$ cat src/rtl/opcode_prefetch.sv
// rtl/opcode_prefetch.sv - byte-wide opcode prefetch queue with redirect flush
// Optional feature macro: OPCODE_PREFETCH_BYPASS_EN (ack-to-decode bypass when the queue is empty)
// Ports:
//   clk_i, rst_ni              clock, asynchronous active-low reset
//   mem_req_o, mem_addr_o      single-outstanding fetch request and its address
//   mem_ack_i, mem_data_i      fetch completion and the fetched byte (same cycle)
//   redirect_i, redirect_addr_i flush the queue and restart fetch at a new address
//   op_valid_o, op_o, op_pc_o  oldest queued byte and its fetch address
//   op_ready_i                 decode accepts the presented byte
//   level_o                    number of occupied queue entries
module opcode_prefetch #(
  parameter int unsigned        DEPTH    = 4,
  parameter int unsigned        ADDR_W   = 16,
  parameter logic [ADDR_W-1:0]  RESET_PC = '0
) (
  input  logic                      clk_i,
  input  logic                      rst_ni,
  output logic                      mem_req_o,
  output logic [ADDR_W-1:0]         mem_addr_o,
  input  logic                      mem_ack_i,
  input  logic [7:0]                mem_data_i,
  input  logic                      redirect_i,
  input  logic [ADDR_W-1:0]         redirect_addr_i,
  output logic                      op_valid_o,
  output logic [7:0]                op_o,
  output logic [ADDR_W-1:0]         op_pc_o,
  input  logic                      op_ready_i,
  output logic [$clog2(DEPTH):0]    level_o
);

  localparam int PTR_W = $clog2(DEPTH);
  localparam int LVL_W = PTR_W + 1;

  typedef enum logic [1:0] {
    S_IDLE  = 2'd0,
    S_REQ   = 2'd1,
    S_DRAIN = 2'd2
  } state_e;

  state_e              state_q, state_d;
  logic                req_q, req_d;
  logic [ADDR_W-1:0]   addr_q, addr_d;
  logic [ADDR_W-1:0]   fetch_pc_q, fetch_pc_d;
  logic [LVL_W-1:0]    count_q, count_d;
  logic [PTR_W-1:0]    rd_ptr_q, rd_ptr_d;
  logic [PTR_W-1:0]    wr_ptr_q, wr_ptr_d;
  logic                valid_q, valid_d;
  logic [7:0]          op_q, op_d;
  logic [ADDR_W-1:0]   op_pc_q, op_pc_d;
  logic [7:0]          data_mem_q [DEPTH];
  logic [ADDR_W-1:0]   pc_mem_q   [DEPTH];

  logic                acc;
  logic                byp_show;
  logic                byp_take;
  logic                push;
  logic                pop;
  logic [LVL_W-1:0]    level_after;
  logic                space;

  always_comb begin
    // An ack is accepted only in REQ and only if no redirect kills it this cycle.
    acc = (state_q == S_REQ) && mem_ack_i && !redirect_i;
`ifdef OPCODE_PREFETCH_BYPASS_EN
    byp_show = acc && (count_q == '0);
`else
    byp_show = 1'b0;
`endif
    // A bypassed byte taken by decode never enters the queue.
    byp_take    = byp_show && op_ready_i;
    push        = acc && !byp_take;
    pop         = valid_q && op_ready_i && !redirect_i;
    level_after = count_q + LVL_W'(push) - LVL_W'(pop);
    space       = (level_after < LVL_W'(DEPTH));

    state_d    = state_q;
    req_d      = req_q;
    addr_d     = addr_q;
    fetch_pc_d = fetch_pc_q;
    rd_ptr_d   = rd_ptr_q;
    wr_ptr_d   = wr_ptr_q;
    count_d    = count_q;

    if (redirect_i) begin
      fetch_pc_d = redirect_addr_i;
      rd_ptr_d   = wr_ptr_q;
      count_d    = '0;
      case (state_q)
        S_IDLE: begin
          state_d = S_REQ;
          req_d   = 1'b1;
          addr_d  = redirect_addr_i;
        end
        S_REQ, S_DRAIN: begin
          req_d = 1'b1;
          if (mem_ack_i) begin
            state_d = S_REQ;
            addr_d  = redirect_addr_i;
          end else begin
            // Outstanding request cannot be withdrawn; keep it up and drop its data later.
            state_d = S_DRAIN;
          end
        end
        default: begin
          state_d = S_IDLE;
          req_d   = 1'b0;
        end
      endcase
    end else begin
      count_d = level_after;
      if (push) wr_ptr_d = wr_ptr_q + PTR_W'(1);
      if (pop)  rd_ptr_d = rd_ptr_q + PTR_W'(1);
      case (state_q)
        S_IDLE: begin
          if (space) begin
            state_d = S_REQ;
            req_d   = 1'b1;
            addr_d  = fetch_pc_q;
          end
        end
        S_REQ: begin
          if (acc) begin
            fetch_pc_d = addr_q + ADDR_W'(1);
            if (space) begin
              addr_d = addr_q + ADDR_W'(1);
            end else begin
              state_d = S_IDLE;
              req_d   = 1'b0;
            end
          end
        end
        S_DRAIN: begin
          if (mem_ack_i) begin
            state_d = S_REQ;
            addr_d  = fetch_pc_q;
          end
        end
        default: begin
          state_d = S_IDLE;
          req_d   = 1'b0;
        end
      endcase
    end

    // Head registers track the entry at the post-update read pointer; if that
    // slot is being written this cycle the incoming byte is forwarded.
    if (push && (wr_ptr_q == rd_ptr_d)) begin
      op_d    = mem_data_i;
      op_pc_d = addr_q;
    end else begin
      op_d    = data_mem_q[rd_ptr_d];
      op_pc_d = pc_mem_q[rd_ptr_d];
    end
    valid_d = (count_d != '0);
  end

  always_ff @(posedge clk_i or negedge rst_ni) begin
    if (!rst_ni) begin
      state_q    <= S_IDLE;
      req_q      <= 1'b0;
      addr_q     <= '0;
      fetch_pc_q <= RESET_PC;
      count_q    <= '0;
      rd_ptr_q   <= '0;
      wr_ptr_q   <= '0;
      valid_q    <= 1'b0;
      op_q       <= '0;
      op_pc_q    <= '0;
      for (int i = 0; i < DEPTH; i++) begin
        data_mem_q[i] <= '0;
        pc_mem_q[i]   <= '0;
      end
    end else begin
      state_q    <= state_d;
      req_q      <= req_d;
      addr_q     <= addr_d;
      fetch_pc_q <= fetch_pc_d;
      count_q    <= count_d;
      rd_ptr_q   <= rd_ptr_d;
      wr_ptr_q   <= wr_ptr_d;
      valid_q    <= valid_d;
      op_q       <= op_d;
      op_pc_q    <= op_pc_d;
      if (push) begin
        data_mem_q[wr_ptr_q] <= mem_data_i;
        pc_mem_q[wr_ptr_q]   <= addr_q;
      end
    end
  end

  assign mem_req_o  = req_q;
  assign mem_addr_o = addr_q;
  assign level_o    = count_q;
  assign op_valid_o = valid_q | byp_show;
  assign op_o       = byp_show ? mem_data_i : op_q;
  assign op_pc_o    = byp_show ? addr_q : op_pc_q;

endmodule
$ cat config.mk
export PLATFORM = sky130hd
export DESIGN_NAME = opcode_prefetch
export DESIGN_NICKNAME = d
export VERILOG_FILES = /design/src/rtl/opcode_prefetch.sv
export SDC_FILE = /design/constraint.sdc
export NUM_CORES = 1
export LEC_CHECK = 0
export CORE_AREA = 5 5 121 123
export CTS_BUF_LIST = sky130_fd_sc_hd__clkbuf_8 sky130_fd_sc_hd__clkbuf_16
export DETAILED_ROUTE_END_ITERATION = 10
export DIE_AREA = 0 0 126 128
export PLACE_DENSITY = 0.81
export SLEW_MARGIN = 20
export SYNTH_ARGS = -nofsm -noshare
export SYNTH_HDL_FRONTEND = slang
export SYNTH_SLANG_ARGS = --single-unit
$ cat constraint.sdc
create_clock -name clk_i -period 6.9 [get_ports clk_i]
set_clock_uncertainty 0.15 [all_clocks]
set_input_delay 1.725 -clock clk_i [delete_from_list [all_inputs] [get_ports clk_i]]
set_output_delay 1.725 -clock clk_i [all_outputs]
set_load 0.02 [all_outputs]
# --- Word-level counts from Yosys, hierarchy flattened ---
# Index checks and enable logic that the tools add are counted.
word_totals:
  register_bits: 163
  latch_bits: 0
  ram_bits: 0
  romBits: 0
  input_bits: 29
  out_inout_bits: 45
  word_cells: 102
  memories: 0
op_classes:
  addsub: 5
  multipliers: 0
  div: 0
  magnitude_cmp: 4
  eq_ne: 11
  shift: 0
  mux: 42
  bitwise: 3
  reduce_logical: 19
ops:
  columns: ["operator", "count"]
  rows:
  - ["16-bit two-way mux", 13]
  - ["64-bit bitwise mux", 1]
  - ["16-bit one-hot mux with 3 select lines", 1]
  - ["16-bit binary-select mux with 2-bit select", 1]
  - ["32-bit bitwise mux", 1]
  - ["16-bit demux with 2-bit select", 1]
  - ["8-bit two-way mux", 4]
  - ["16-bit one-hot mux with 2 select lines", 1]
  - ["3-bit != test (second input constant)", 6]
  - ["16-bit by 1-bit adder with 16-bit output (second input constant)", 1]
  - ["8-bit binary-select mux with 2-bit select", 1]
  - ["8-bit demux with 2-bit select", 1]
  - ["2-bit two-way mux", 8]
  - ["4-bit AND reduction", 2]
  - ["7-bit AND reduction", 1]
  - ["3-bit greater-or-equal comparator (second input constant)", 2]
  - ["1-bit logical AND", 6]
  - ["2-bit NOT with 3-bit output", 2]
  - ["2-bit one-hot mux with 3 select lines", 1]
  - ["1-bit two-way mux", 5]
  - ["2-bit by 1-bit adder with 2-bit output (second input constant)", 2]
  - ["2-bit one-hot mux with 2 select lines", 1]
  - ["2-bit AND reduction", 2]
  - ["2-bit nonzero test", 2]
  - ["18 further kinds", 18]

# --- Depth between registers and ports, before layout ---
depth:
  word_depth: 10
  depth_mapped: 17
  depth_no_buf: 15

# --- Least setup slack after synthesis ---
# No wires, ideal clock.
synth_path:
  path_kind: "input-to-reg"
  start: "input port redirect_i"
  end: "register addr_q[15], in the netlist mem_addr_o[15]"
  setup_time_ps: 87
  t_arrival_ps: 4496
  t_required_ps: 6663
  path_slack_ps: 2167
  path_stages: 15
  path_buffers: 4
  path_cell_list: "buf_2 buf_1 clkbuf_1 nor2_1 ha_1 inv_1 ha_1 inv_1 fa_1 xnor2_1 xnor2_1 a311oi_4 buf_4 nor2_1 a211oi_2"
synth_via:
  elab_chain_cells: 7
  word_cells_on_any_way: 15
  cone_classes: "add/sub (2); order compare (1); eq/ne (6); mux (1); reduce/logical (5)"
synth_rtl:
  columns: ["element", "line", "source"]
  rows:
  - ["from (decl)", "22", "input logic redirect_i,"]
  - ["1-bit zero test", "63, 72", null]
  - ["1-bit logical AND", "63", "acc = (state_q == S_REQ) && mem_ack_i && !redirect_i;"]
  - ["3-bit by 1-bit adder with 3-bit output", "73", "level_after = count_q + LVL_W'(push) - LVL_W'(pop);"]
  - ["3-bit by 1-bit subtractor with 3-bit output", "73", null]
  - ["3-bit less-than comparator", "74", "space = (level_after < LVL_W'(DEPTH));"]
  - ["3-bit != test (no source line)", null, null]
  - ["7-bit AND reduction (no source line)", null, null]
  - ["to (signal assigned)", "176", "addr_q <= addr_d;"]
  - ["to (decl)", "42", "logic [ADDR_W-1:0] addr_q, addr_d;"]
# Several ways; a longest one is shown, not always the timed one.
# A chain may end at the register's enable or synchronous reset.

# --- Final worst setup path ---
layout_path:
  start: "input port mem_ack_i"
  end: "register addr_q[15], in the netlist mem_addr_o[15]"
layout_via:
  elab_chain_cells: 7
  word_cells_on_any_way: 11
  cone_classes: "add/sub (2); order compare (1); eq/ne (5); reduce/logical (3)"
layout_rtl:
  columns: ["element", "line", "source"]
  rows:
  - ["from (decl)", "20", "input logic mem_ack_i,"]
  - ["1-bit logical AND (2 in series)", "63", null]
  - ["3-bit by 1-bit adder with 3-bit output", "73", null]
  - ["3-bit by 1-bit subtractor with 3-bit output", "73", null]
  - ["3-bit less-than comparator", "74", null]
  - ["3-bit != test (no source line)", null, null]
  - ["7-bit AND reduction (no source line) *", null, null]
# Mark *: on every way between the ends. The rest lies on a longest branch, timed or not.

==> summary.txt <==
Startpoint type of the worst setup path = primary input
Full die area = 16100 um^2
Clk slew on worst S/H paths = 0.06 ns
# resized after CTS = 0
Via density = 5.98
IO buf count = 73
CTS tree = built
# IOs = 74
FMAX = 187 MHz
Synth async-reset ratio = 100%
DRC viols = 0
Largest net degree at the start of global routing = 98
Setup Buffers After CTS = 0
FP Rows = 43
Share of cells above drive strength 1 = 28.5%
Gp weighted congestion = 0.866
H-tree levels = 4
DR WL/cell = 19.8 um
Crit path DAT = 5.53 ns
TritonCTS Buffers = 17
Post-Syn Area per Cell = 12.9 um^2
Chip width = 126 um
Slowest-stage cell, CP = clkdlybuf4s50_1
Power consumption = 4.74 mW
HPWL Detailed = 10800 um
Synth-to-Final Area Change = 17.8%
GRT overflow = 0
Final WL = 16900 um
Tot GR Track Use = 22.3%
Final Setup Violations = 0
CTS Sinks = 163
Grt met2 use = 37.0%
Syn Nets = 648
Hold Vio Cnt, Final = 0
Met3 Track Usage GR = 5.46%
Hold crit path type = flop to flop
Hold depth = 1
Final core occ = 68.0%
PD cells = 514 nW/um^2
Clock buffer depth = 2
Crit. End Element = flop
Yosys reg bits = 163
GRT busiest layer = met2
GR Util met1 = 28.9%
Status = finished clean
Die Ht = 128 um
Vias = 5106
Crit path cell chain = clkdlybuf4s50_1, nand2_1, nor2_2, inv_1, ha_1, inv_1, ha_1, inv_1, fa_1, xnor2_1, xnor2_1, a311oi_4, buf_4, and3_1, a211oi_2
Nets = 703
Worst path bufs/invs = 5
Max-cap violation count = 0
Number of enable flip-flop cells after synthesis = 0
Synth Instances = 606
Area after DPL = 8650 um^2
Maximum fanout along the worst path = 27
Vias in the first global route = 5484
Post-route setup slack = 1.56 ns
Distinct cells, synth = 58
Final min period = 5.34 ns
CP required = 7.09 ns
Synth warnings = 0
Setup CP Type = primary input to flop
Peak VDD IR = 0.349 mV
RSZ-0062 raised after global routing = no
Post-Syn Area = 7820 um^2
# fillers = 991
Max Slew Vio Count = 0
Drt pass-1 iters = 5
Final ANT Viol Nets = 0
Top FF cell, synth = dfrtp_1
Sequential-to-total area share from yosys stat = 52.1%
Worst R2R Path Depth = 16
Antenna cells = 0
CP delay by family, top = buffers and inverters
Tcrit/Tclk final = 77.4%
Leakage = 3.99 nW
Relative slew slack = 27.7%
Crit path depth = 15
CORE AREA = 13600 um^2
Clock Latency Late Sink = 0.42 ns
Initial drt markers = 292
Hold-fix buffers, CTS = 0
Fin Setup TNS = 0 ns
Cell area after layout = 9220 um^2
Worst path max stage delay = 0.58 ns
Global-route wire length before repair = 28400 um
CTS root buffer = clkbuf_16
Initial antenna violation count = 0
Slew @ Worst Pin = 1.08 ns
Place WS = 1.17 ns
CP dominant cell by count = inv_1
Starting density of the core = 57.7%
synthesized netlist by cell type (2+ instances only):
| library cell | instances | area, um^2 |
|---|---|---|
| dfrtp_1 | 163 | 4080 |
| mux2_2 | 120 | 1350 |
| nand2_1 | 39 | 146 |
| clkbuf_1 | 28 | 105 |
| nor2_1 | 28 | 105 |
| mux4_2 | 19 | 428 |
| o21ai_0 | 19 | 95.1 |
| nand3_1 | 18 | 90.1 |
| a21oi_1 | 12 | 60.1 |
| a31oi_1 | 12 | 75.1 |
| ha_1 | 12 | 150 |
| mux2i_1 | 11 | 110 |
| xnor2_1 | 11 | 96.3 |
| buf_2 | 10 | 50.1 |
| inv_1 | 10 | 37.5 |
| nand4_1 | 8 | 50.1 |
| xor2_1 | 8 | 70.1 |
| o211ai_1 | 7 | 52.6 |
| mux4_1 | 5 | 131 |
| nor3_1 | 5 | 25.0 |
| a211o_1 | 4 | 35.0 |
| and3_1 | 4 | 25.0 |
| buf_1 | 4 | 15.0 |
| o21a_1 | 4 | 30.0 |
| buf_4 | 3 | 22.5 |
| o31ai_1 | 3 | 22.5 |
| a211oi_1 | 2 | 15.0 |
| a2bb2oi_1 | 2 | 17.5 |
| a311o_1 | 2 | 20.0 |
| buf_6 | 2 | 22.5 |
| nand2b_1 | 2 | 12.5 |
| nor2b_1 | 2 | 12.5 |
| nor4_1 | 2 | 12.5 |
flip-flops by register name, indices dropped and copies added (netlist names), 3 cells and up:
signal and count:
op_o 8, mem_addr_o 16, op_pc_o 16, level_o 3
pc_mem_q 64, data_mem_q 32, fetch_pc_q 16
where the power goes:
part	leakage (nW)	internal, mW	switching (mW)
clock network	0.286	0.529	0.373
registers	2.00	1.41	0.389
logic	1.71	1.10	0.941
total	3.99	3.04	1.70
cells in the final DEF (no fill, tap or decap), drive strengths merged, types with 7 or more instances in the layout:
cell type and instances:
o21ai 19, mux4 24, xor2 8, buf 12
nor2 29, nand2 39, mux2i 12, clkdlybuf4s50 72
a31oi 12, o211ai 7, nand3 19, clkinv 7
ha 12, mux2 120, inv 15, nand4 8
dfrtp 163, clkbuf 17, a21oi 13, xnor2 12
per-stage QoR:
step / cells / hold slack, ns
detailed placement: 822 / 0.335
global route: 854 / 0.371
finish: 854 / 0.350
CTS: 854 / 0.349
global placement: 822 / 0.329
floorplan: 606 / 0.320
kinds of logic after synthesis:
logic type / after synthesis / share of synthesized area, %
mux: 156 / 26.1
fa+ha+maj: 13 / 2.17
buf+inv: 59 / 3.34
flops: 163 / 52.1
compound gates: 78 / 6.88
xor+xnor: 20 / 2.33
simple gates: 117 / 7.02
path summary, 6_finish.rpt:
check | endpoint | slack (ns) | from
hold reg to reg | pc_mem_q[32] | 0.35 | pc_mem_q[32]
min in group asynchronous | data_mem_q[6] | 1.24 | rst_ni
setup reg to reg | mem_addr_o[15] | 2.78 | state_q[1]
hold / removal | pc_mem_q[32] | 0.35 | pc_mem_q[32]
max in group asynchronous | op_pc_o[12] | 4.04 | rst_ni
setup / recovery | mem_addr_o[15] | 1.56 | mem_ack_i
worst register-to-register path: stages, from the launching register on:
cell and delay, ns:
dfrtp_1 0.43, inv_1 0.10, ha_1 0.18, nand2_1 0.26, nor2_2 0.36, inv_1 0.16, ha_1 0.32, inv_1 0.06
ha_1 0.13, inv_1 0.05, fa_1 0.39, xnor2_1 0.18, xnor2_1 0.45, a311oi_4 0.16, buf_4 0.26, and3_1 0.21
a211oi_2 0.20
layout make-up:
type | instances | area [um^2] | share of cell area [%]
Clock buffer | 17 | 425 | 4.62
Multi-Input combinational cell | 384 | 3490 | 37.8
Inverter | 11 | 41.3 | 0.448
Sequential cell | 163 | 4080 | 44.3
Timing Repair Buffer | 84 | 815 | 8.84
Clock inverter | 15 | 143 | 1.55
Tap cell | 180 | 225 | 2.44
layer usage:
layer	routed length, um	vias up
met3	894	26
li1	-	2304
met1	7090	2612
met4	325	0
met5	0	-
met2	8570	164
(Power assumes the default switching activity.)
